==> src/rtl/mem_pkg.sv <==
// Shared types and constants for the 2-word x 8-bit memory initiator.
//   state_e     : controller FSM states
//   RW_WRITE/RW_READ : rw pin encoding shared by commands and the array
//   MEM_DATA_W / MEM_ADDR_W : array word and address widths
package mem_pkg;

  localparam int unsigned MEM_DATA_W = 8;
  localparam int unsigned MEM_ADDR_W = 1;
  localparam int unsigned CNT_W      = 3;

  localparam logic RW_WRITE = 1'b1;
  localparam logic RW_READ  = 1'b0;

  typedef enum logic [1:0] {
    IDLE  = 2'd0,
    WRITE = 2'd1,
    READ  = 2'd2,
    RESP  = 2'd3
  } state_e;

endpackage

==> src/rtl/mem_access_ctrl_if.sv <==
// Command / response / array pin bundle for mem_access_ctrl.
//   master : command initiator (drives cmd_*, rsp_ready)
//   slave  : the controller (accepts cmd_*, returns rsp_*, drives mem_add/mem_rw/mem_i)
//   array  : the memory array (consumes mem_add/mem_rw/mem_i, returns mem_s)
interface mem_access_ctrl_if;
  import mem_pkg::*;

  logic                  cmd_valid;
  logic                  cmd_ready;
  logic                  cmd_rw;
  logic [MEM_ADDR_W-1:0] cmd_addr;
  logic [MEM_DATA_W-1:0] cmd_wdata;

  logic                  rsp_valid;
  logic                  rsp_ready;
  logic                  rsp_rw;
  logic [MEM_DATA_W-1:0] rsp_rdata;

  logic [MEM_ADDR_W-1:0] mem_add;
  logic                  mem_rw;
  logic [MEM_DATA_W-1:0] mem_i;
  logic [MEM_DATA_W-1:0] mem_s;

  modport master (
    output cmd_valid, cmd_rw, cmd_addr, cmd_wdata, rsp_ready,
    input  cmd_ready, rsp_valid, rsp_rw, rsp_rdata
  );

  modport slave (
    input  cmd_valid, cmd_rw, cmd_addr, cmd_wdata, rsp_ready, mem_s,
    output cmd_ready, rsp_valid, rsp_rw, rsp_rdata, mem_add, mem_rw, mem_i
  );

  modport array (
    input  mem_add, mem_rw, mem_i,
    output mem_s
  );

endinterface

==> src/rtl/mem_access_ctrl.sv <==
// Initiator for the 2x8 JK flip-flop memory array. Accepts one read/write
// command per valid/ready handshake, drives the array pins, and returns one
// response per command. Every output is a flop, so mem_rw (which gates the
// array clock) cannot glitch.
//   clk     : system clock
//   clear_n : synchronous reset, active low
//   bus     : slave side of mem_access_ctrl_if (cmd_*, rsp_*, mem_*)
//   RD_LAT  : cycles from driving a read address to sampling mem_s (1..7)
//   WR_LEN  : cycles mem_rw is held high for a write (1..7)
module mem_access_ctrl
  import mem_pkg::*;
#(
  parameter int unsigned RD_LAT = 1,
  parameter int unsigned WR_LEN = 1
) (
  input logic               clk,
  input logic               clear_n,
  mem_access_ctrl_if.slave  bus
);

  localparam int unsigned DATA_W = MEM_DATA_W;
  localparam int unsigned ADDR_W = MEM_ADDR_W;

  state_e              state_q,     state_d;
  logic [CNT_W-1:0]    cnt_q,       cnt_d;
  logic                cmd_ready_q, cmd_ready_d;
  logic                rsp_valid_q, rsp_valid_d;
  logic                rsp_rw_q,    rsp_rw_d;
  logic [DATA_W-1:0]   rsp_rdata_q, rsp_rdata_d;
  logic [ADDR_W-1:0]   mem_add_q,   mem_add_d;
  logic                mem_rw_q,    mem_rw_d;
  logic [DATA_W-1:0]   mem_i_q,     mem_i_d;

  // Next-state and registered-output logic.
  always_comb begin
    state_d     = state_q;
    cnt_d       = cnt_q;
    rsp_valid_d = rsp_valid_q;
    rsp_rw_d    = rsp_rw_q;
    rsp_rdata_d = rsp_rdata_q;
    mem_add_d   = mem_add_q;
    mem_rw_d    = mem_rw_q;
    mem_i_d     = mem_i_q;

    unique case (state_q)
      IDLE: begin
        if (bus.cmd_valid && cmd_ready_q) begin
          mem_add_d = bus.cmd_addr;
          if (bus.cmd_rw == RW_WRITE) begin
            mem_i_d  = bus.cmd_wdata;
            mem_rw_d = 1'b1;
            cnt_d    = CNT_W'(WR_LEN - 1);
            state_d  = WRITE;
          end else begin
            mem_rw_d = 1'b0;
            cnt_d    = CNT_W'(RD_LAT - 1);
            state_d  = READ;
          end
        end
      end
      WRITE: begin
        if (cnt_q == '0) begin
          mem_rw_d    = 1'b0;
          rsp_valid_d = 1'b1;
          rsp_rw_d    = RW_WRITE;
          rsp_rdata_d = '0;
          state_d     = RESP;
        end else begin
          cnt_d = cnt_q - CNT_W'(1);
        end
      end
      READ: begin
        if (cnt_q == '0) begin
          rsp_valid_d = 1'b1;
          rsp_rw_d    = RW_READ;
          rsp_rdata_d = bus.mem_s;
          state_d     = RESP;
        end else begin
          cnt_d = cnt_q - CNT_W'(1);
        end
      end
      RESP: begin
        if (bus.rsp_ready) begin
          rsp_valid_d = 1'b0;
          state_d     = IDLE;
        end
      end
      default: state_d = IDLE;
    endcase

    // Ready is registered, so it must reflect the state being entered.
    cmd_ready_d = (state_d == IDLE);
  end

  // State and output registers; reset also drops an in-flight write pulse.
  always_ff @(posedge clk) begin
    if (!clear_n) begin
      state_q     <= IDLE;
      cnt_q       <= '0;
      cmd_ready_q <= 1'b1;
      rsp_valid_q <= 1'b0;
      rsp_rw_q    <= 1'b0;
      rsp_rdata_q <= '0;
      mem_add_q   <= '0;
      mem_rw_q    <= 1'b0;
      mem_i_q     <= '0;
    end else begin
      state_q     <= state_d;
      cnt_q       <= cnt_d;
      cmd_ready_q <= cmd_ready_d;
      rsp_valid_q <= rsp_valid_d;
      rsp_rw_q    <= rsp_rw_d;
      rsp_rdata_q <= rsp_rdata_d;
      mem_add_q   <= mem_add_d;
      mem_rw_q    <= mem_rw_d;
      mem_i_q     <= mem_i_d;
    end
  end

  assign bus.cmd_ready = cmd_ready_q;
  assign bus.rsp_valid = rsp_valid_q;
  assign bus.rsp_rw    = rsp_rw_q;
  assign bus.rsp_rdata = rsp_rdata_q;
  assign bus.mem_add   = mem_add_q;
  assign bus.mem_rw    = mem_rw_q;
  assign bus.mem_i     = mem_i_q;

endmodule

==> src/flat_wrapper.sv <==
// flat-port wrapper written by rule: the top's interface ports become plain ports
module mem_access_ctrl_flat import mem_pkg::*;
#(
  parameter int unsigned RD_LAT = 1,
  parameter int unsigned WR_LEN = 1
)
  (clk, clear_n, bus_cmd_valid, bus_cmd_rw, bus_cmd_addr, bus_cmd_wdata, bus_rsp_ready, bus_mem_s, bus_cmd_ready, bus_rsp_valid, bus_rsp_rw, bus_rsp_rdata, bus_mem_add, bus_mem_rw, bus_mem_i);
  mem_access_ctrl_if bus_i ();
  input logic clk;
  input logic clear_n;
  input wire logic [$bits(bus_i.cmd_valid)-1:0] bus_cmd_valid;
  input wire logic [$bits(bus_i.cmd_rw)-1:0] bus_cmd_rw;
  input wire logic [$bits(bus_i.cmd_addr)-1:0] bus_cmd_addr;
  input wire logic [$bits(bus_i.cmd_wdata)-1:0] bus_cmd_wdata;
  input wire logic [$bits(bus_i.rsp_ready)-1:0] bus_rsp_ready;
  input wire logic [$bits(bus_i.mem_s)-1:0] bus_mem_s;
  output wire logic [$bits(bus_i.cmd_ready)-1:0] bus_cmd_ready;
  output wire logic [$bits(bus_i.rsp_valid)-1:0] bus_rsp_valid;
  output wire logic [$bits(bus_i.rsp_rw)-1:0] bus_rsp_rw;
  output wire logic [$bits(bus_i.rsp_rdata)-1:0] bus_rsp_rdata;
  output wire logic [$bits(bus_i.mem_add)-1:0] bus_mem_add;
  output wire logic [$bits(bus_i.mem_rw)-1:0] bus_mem_rw;
  output wire logic [$bits(bus_i.mem_i)-1:0] bus_mem_i;
  assign bus_i.cmd_valid = bus_cmd_valid;
  assign bus_i.cmd_rw = bus_cmd_rw;
  assign bus_i.cmd_addr = bus_cmd_addr;
  assign bus_i.cmd_wdata = bus_cmd_wdata;
  assign bus_i.rsp_ready = bus_rsp_ready;
  assign bus_i.mem_s = bus_mem_s;
  assign bus_cmd_ready = bus_i.cmd_ready;
  assign bus_rsp_valid = bus_i.rsp_valid;
  assign bus_rsp_rw = bus_i.rsp_rw;
  assign bus_rsp_rdata = bus_i.rsp_rdata;
  assign bus_mem_add = bus_i.mem_add;
  assign bus_mem_rw = bus_i.mem_rw;
  assign bus_mem_i = bus_i.mem_i;
  mem_access_ctrl #(.RD_LAT(RD_LAT), .WR_LEN(WR_LEN)) u_core (.clk(clk), .clear_n(clear_n), .bus(bus_i));
endmodule
==> config.mk <==
export PLATFORM = sky130hd
export DESIGN_NAME = mem_access_ctrl_flat
export DESIGN_NICKNAME = d
export VERILOG_FILES = /design/src/rtl/mem_pkg.sv /design/src/rtl/mem_access_ctrl_if.sv /design/src/rtl/mem_access_ctrl.sv /design/src/flat_wrapper.sv
export SDC_FILE = /design/constraint.sdc
export NUM_CORES = 1
export LEC_CHECK = 0
export BUFFER_PORTS_ARGS = -buffer_cell sky130_fd_sc_hd__clkbuf_2
export CAP_MARGIN = 20
export CORE_MARGIN = 4
export CORE_UTILIZATION = 35
export DETAILED_ROUTE_END_ITERATION = 16
export HOLD_SLACK_MARGIN = 0.03
export PLACE_DENSITY_LB_ADDON = 0.2
export SLEW_MARGIN = 20
export SYNTH_ARGS = -nofsm -noshare
export SYNTH_HDL_FRONTEND = slang
export SYNTH_SLANG_ARGS = --single-unit
==> constraint.sdc <==
create_clock -name clk -period 1.6 [get_ports clk]
set_input_delay 0.24 -clock clk [delete_from_list [all_inputs] [get_ports clk]]
set_output_delay 0.24 -clock clk [all_outputs]
set_load 0.02 [all_outputs]
---- Word-level counts from Yosys, hierarchy flattened ----
Cells that the tools add are included.
word-level totals
  register bits after elaboration ......... 26
  input bits .............................. 22
  output and inout port bits .............. 21
  logic and storage cells ................. 53
operators by class
  add/sub/neg operators ................... 1
  equality and inequality tests ........... 9
  muxes and demuxes ....................... 19
  reductions and logical operators ........ 15
operator list
  kind                                                                     number
  8-bit 2-to-1 mux                                                         2
  8-bit case mux with 2 select lines                                       1
  3-bit AND reduction                                                      5
  2-bit 2-to-1 mux                                                         4
  2-bit by 1-bit inequality test with 1-bit output, second input constant  4
  2-bit nonzero test                                                       4
  3-bit 2-to-1 mux                                                         2
  1-bit case mux with 2 select lines                                       3
  2-bit case mux with 3 select lines                                       1
  3-bit case mux with 2 select lines                                       1
  1-bit 2-to-1 mux                                                         5
  2-bit == test, second input constant                                     2
  2-bit zero test                                                          2
  2-bit inequality test, second input constant                             2
  3-bit zero test                                                          1
  3-bit by 1-bit subtractor with 3-bit output, second input constant       1
  2-bit by 1-bit == test with 1-bit output, second input constant          1
  2-bit AND reduction                                                      1
  2-bit OR reduction                                                       1
  1-bit logical AND                                                        1

---- Depth between registers and ports, before layout ----
  word-level depth ........................ 4
  mapped depth ............................ 7
  depth with buffers taken out ............ 6

---- Worst setup path after synthesis ----
OpenSTA, ideal clock, no wires.
  kind .................................... register -> register
  start ................................... reg u_core.state_q[0]
  end ..................................... reg u_core.rsp_rdata_q[0] (netlist: u_core.bus.rsp_rdata[0])
  data arrival time ....................... 1368 ps
  setup slack ............................. 104 ps
  cell stages (with the launch flop) ...... 7
  cell sequence ........................... dfxtp_1 -> inv_1 -> ha_1 -> and3_1 -> buf_6 -> a22oi_1 -> nor2_1
between the ends
  cells in the longest elaborated chain, start to end .. 3
RTL lines
  what                                                                                              line                    text
  start: declaration                                                                                mem_access_ctrl.sv:24   state_e state_q, state_d;
  start signal: assignment                                                                          mem_access_ctrl.sv:108  state_q <= state_d;
  2-bit == test or 2-bit by 1-bit == test with 1-bit output (tied branches)                         mem_access_ctrl.sv:45   unique case (state_q)
  2-bit by 1-bit inequality test with 1-bit output (no line) or 2-bit nonzero test (tied branches)  -
  3-bit AND reduction (no line)                                                                     -
  end signal: assignment                                                                            mem_access_ctrl.sv:113  rsp_rdata_q <= rsp_rdata_d;
  end: declaration                                                                                  mem_access_ctrl.sv:29   logic [DATA_W-1:0] rsp_rdata_q, rsp_rdata_d;
Parallel ways exist; a longest one is shown, timed or not.
A chain may end at the register's enable or synchronous reset.

---- Worst setup path in the final report ----
  start ................................... reg u_core.cnt_q[0]
  end ..................................... reg u_core.rsp_rdata_q[7] (netlist: u_core.bus.rsp_rdata[7])
between the ends
  cells in the longest elaborated chain, start to end .. 3
RTL lines
  what                                                        line                                          text
  start: declaration                                          mem_access_ctrl.sv:25                         logic [CNT_W-1:0] cnt_q, cnt_d;
  start signal: assignment                                    mem_access_ctrl.sv:109                        cnt_q <= cnt_d;
  3-bit zero test *                                           mem_access_ctrl.sv:62, mem_access_ctrl.sv:73
  2-bit by 1-bit inequality test with 1-bit output (no line)  -
  3-bit AND reduction (no line) *                             -
Mark *: on every way between the ends. The rest lies on a longest branch, timed or not.

==> flow_summary.json <==
{
  "cts_tree": "done",
  "final_hold_viol_count": 0,
  "timing.rr.start": "u_core.cnt_q[0]",
  "max_clock_freq_mhz": 676,
  "post_cts_clock_slew_at_the_launch_and_capture_registers_of_the_worst_setup_and_hold_paths_ns": 0.15,
  "path_max_fanout": 9,
  "synth-edff-count": 0,
  "critical_register_to_register_path_endpoint": "u_core.bus.rsp_rdata[7]",
  "peakVddDrop_mv": 0.453,
  "routedWlPerCell_um": 12.4,
  "timing.final.crit_period_ns": 1.48,
  "syn_nets": 165,
  "drt_wl_total_mm": 2.78,
  "route.vias.total": 1078,
  "postSynth.topFlopCell": "sky130_fd_sc_hd__dfxtp_1",
  "crit_required_ns": 1.86,
  "crit_path_top_delay_cell": "sky130_fd_sc_hd__dfxtp_1",
  "first_global_vias": 1057,
  "leading_post_synthesis_cells_by_instance_count": "sky130_fd_sc_hd__dfxtp_1 (26), sky130_fd_sc_hd__nand2_1 (22), sky130_fd_sc_hd__nor2_1 (15)",
  "drtIter0Drc": 47,
  "synth_sequential_area_ratio_pct": 44.0,
  "crit_family": "compound AO/OA/AOI/OAI gates",
  "antenna_violating_nets_post_route": 0,
  "power.combinational.fraction_pct": 32.8,
  "global_route.usage.total_pct": 13.1,
  "worst_min_path_class": "input port to register",
  "maxSlewHeadroom_pct": 72.5,
  "synthesis.area_per_instance_um2": 8.76,
  "post_layout_power_w": 0.00161,
  "coreArea_um2": 3150,
  "grt_max_degree": 25,
  "worst_hold_startpoint": "bus_cmd_wdata[4]",
  "boundaryPins": 43,
  "clockPowerShare_pct": 20.8,
  "path_buf_inv": 1,
  "period_share_pct": 92.4,
  "kind_of_end_point_of_the_critical_path": "register",
  "synth_top_cell_area_share_pct": 44.0,
  "final_total_negative_setup_slack_ns": 0,
  "gr-total-overflow": 0,
  "swShare_pct": 35.0,
  "synthCells": 135,
  "synth_most_common_cell": "sky130_fd_sc_hd__dfxtp_1",
  "detailedPlacementHpwl_mm": 2.16,
  "finalClockSkew_ns": 0.00931,
  "die-area_um2": 4370,
  "synth.largest_area_cell": "sky130_fd_sc_hd__dfxtp_1",
  "clock-root-buffer": "sky130_fd_sc_hd__clkbuf_4",
  "grt_pass1_wl_mm": 4.62,
  "reg2reg_setup_slack_ns": 0.12,
  "avgViaCountPerCell": 4.81,
  "detail_route.drc_violations": 0,
  "synth_unique_cells": 32,
  "placementRows": 20,
  "cts-buffers-inserted": 3,
  "area_delta_synth_final_pct": 25.5,
  "internal_power_w": 0.00104,
  "post_cts_hold_buffer_count": 0,
  "die_h_um": 66.1,
  "worst_path_arrival_ns": 1.74,
  "place.port_buffers": 42,
  "crit_type": "register to register",
  "cts_sinks": 26,
  "gp_congestion": 0.797,
  "timing.final.setup_violations": 0,
  "iteration_count_of_the_initial_detailed_routing_pass": 4,
  "setup_repair_after_global_routing_missed_its_margin": "false",
  "final-max-slew-violation-count": 0,
  "n_antenna_cell": 0,
  "nature_of_the_critical_path_startpoint": "register",
  "p_switching_w": 0.000563,
  "worstSkewPairLatency_ns": 0.32,
  "drive_above_1_share_pct": 33.3,
  "max_slew.worst_pin.slew_ns": 0.412,
  "worstRegToRegCells": 6,
  "hold_end": "u_core.bus.mem_i[4]",
  "num-nets-final": 211,
  "die_w_um": 66.1,
  "cts.htree.levels": 1,
  "antenna_found_initial": 0,
  "pwr_density_cell_nw_per_um2": 1080,
  "synthArstFlopShare_pct": 0,
  "finalHoldWorstSlack_ns": 0.118,
  "leakage_nw": 0.677,
  "mappedNetlistArea_um2": 1180,
  "synth-seq-cells": 26,
  "yosysWarnings": 0,
  "path_cells": "inv_1 -> ha_1 -> nor2b_4 -> o21ai_2 -> a22oi_1 -> nor2_1",
  "seqPwrFrac_pct": 46.5,
  "effective_utilization_at_floorplan_pct": 37.5,
  "synth_area_leaders": "sky130_fd_sc_hd__dfxtp_1 (44%), sky130_fd_sc_hd__ha_1 (8.5%), sky130_fd_sc_hd__nand2_1 (7.0%)",
  "outcome": "completed",
  "timing.hold.worst_path_depth": 3,
  "cts-root-to-sink-buffers": 2,
  "timing.critical_path.slowest_cell_delay_ns": 0.36,
  "max_cap_viol_count": 0
}
==> state kept, by name (all words and copies together), names as in the netlist <==
register / flops
u_core.bus.mem_add: 1
u_core.cnt_q: 3
u_core.bus.rsp_rdata: 8
u_core.bus.mem_rw: 1
u_core.bus.rsp_rw: 1
u_core.bus.cmd_ready: 1
u_core.bus.rsp_valid: 1
u_core.bus.mem_i: 8
u_core.state_q: 2
==> routing by layer <==
metal,vias to the layer above,global-route usage (%),part of all wire (%)
li1,554,-,-
met5,-,0,0
met2,33,22.8,47
met1,487,16.3,44
met3,4,3.57,7.6
met4,0,2.28,0.90
==> worst max path at each step <==
stage / start / endpoint / slack (ns) / cells after the start
after floorplan: u_core.state_q[0] / u_core.bus.rsp_rdata[0] / 0.10 / 6
after global placement: u_core.state_q[0] / u_core.bus.rsp_rdata[2] / 0.14 / 5
after detailed placement: u_core.state_q[0] / u_core.bus.rsp_rdata[7] / 0.08 / 5
after CTS: u_core.state_q[0] / u_core.bus.rsp_rdata[7] / 0.04 / 5
after global routing: u_core.state_q[1] / u_core.cnt_q[0] / 0.002 / 6
final: u_core.cnt_q[0] / u_core.bus.rsp_rdata[7] / 0.12 / 6
==> cell families after synthesis <==
kind of cell / after synthesis / share of synthesized area, %
AOI/OAI and AO/OA: 37 / 21.1
adders and majority gates: 8 / 8.47
buffers and inverters: 12 / 4.45
DFF: 26 / 44.0
muxes: 4 / 3.39
and+or+nand+nor: 48 / 18.6
==> per-stage QoR <==
step | cells | instance area [um^2] | util, % | setup slack [ns]
after floorplan | 135 | 1180 | - | 0.104
after global placement | 220 | 1440 | 45.8 | 0.139
after global routing | 224 | 1480 | 47.1 | 0.00226
after detailed placement | 220 | 1440 | 45.8 | 0.0782
final | 224 | 1480 | 47.1 | 0.121
after CTS | 224 | 1480 | 46.9 | 0.0432
==> repair_timing <==
action	in CTS	in global routing
setup buffers	0	0
gates resized for setup	0	2
setup endpoints to repair	0	13
==> cells in the final DEF (no fill, tap or decap), types with 4 or more instances in the layout <==
| master | netlist | routed |
|---|---|---|
| sky130_fd_sc_hd__mux2i_1 | 4 | 4 |
| sky130_fd_sc_hd__dfxtp_1 | 26 | 26 |
| sky130_fd_sc_hd__nor2_1 | 15 | 15 |
| sky130_fd_sc_hd__inv_1 | 7 | 7 |
| sky130_fd_sc_hd__nand2_1 | 22 | 22 |
| sky130_fd_sc_hd__a22oi_1 | 8 | 8 |
| sky130_fd_sc_hd__a21oi_1 | 14 | 14 |
| sky130_fd_sc_hd__ha_1 | 8 | 7 |
| sky130_fd_sc_hd__clkbuf_2 | 0 | 42 |
==> power groups by stage <==
stage	Clock (W)	Sequential, W	Combinational, W
2_1_floorplan	0	0.000829	0.000290
3_3_place_gp	0	0.000759	0.000514
3_5_place_dp	0	0.000761	0.000521
4_1_cts	0.000347	0.000747	0.000524
5_1_grt	0.000372	0.000757	0.000584
6_report	0.000333	0.000746	0.000527
==> tightest hold or removal path: stages <==
cell and delay (ns):
sky130_fd_sc_hd__clkbuf_2 0.08, sky130_fd_sc_hd__nand2_1 0.04, sky130_fd_sc_hd__a21oi_1 0.05
==> area by class of cell <==
type	count	area, um^2
Timing Repair Buffer	44	225
Sequential cell	26	520
Fill cell	333	1670
Multi-Input combinational cell	97	613
Tap cell	44	55.1
Inverter	9	33.8
Clock buffer	4	36.3
(Power assumes the default switching activity.)
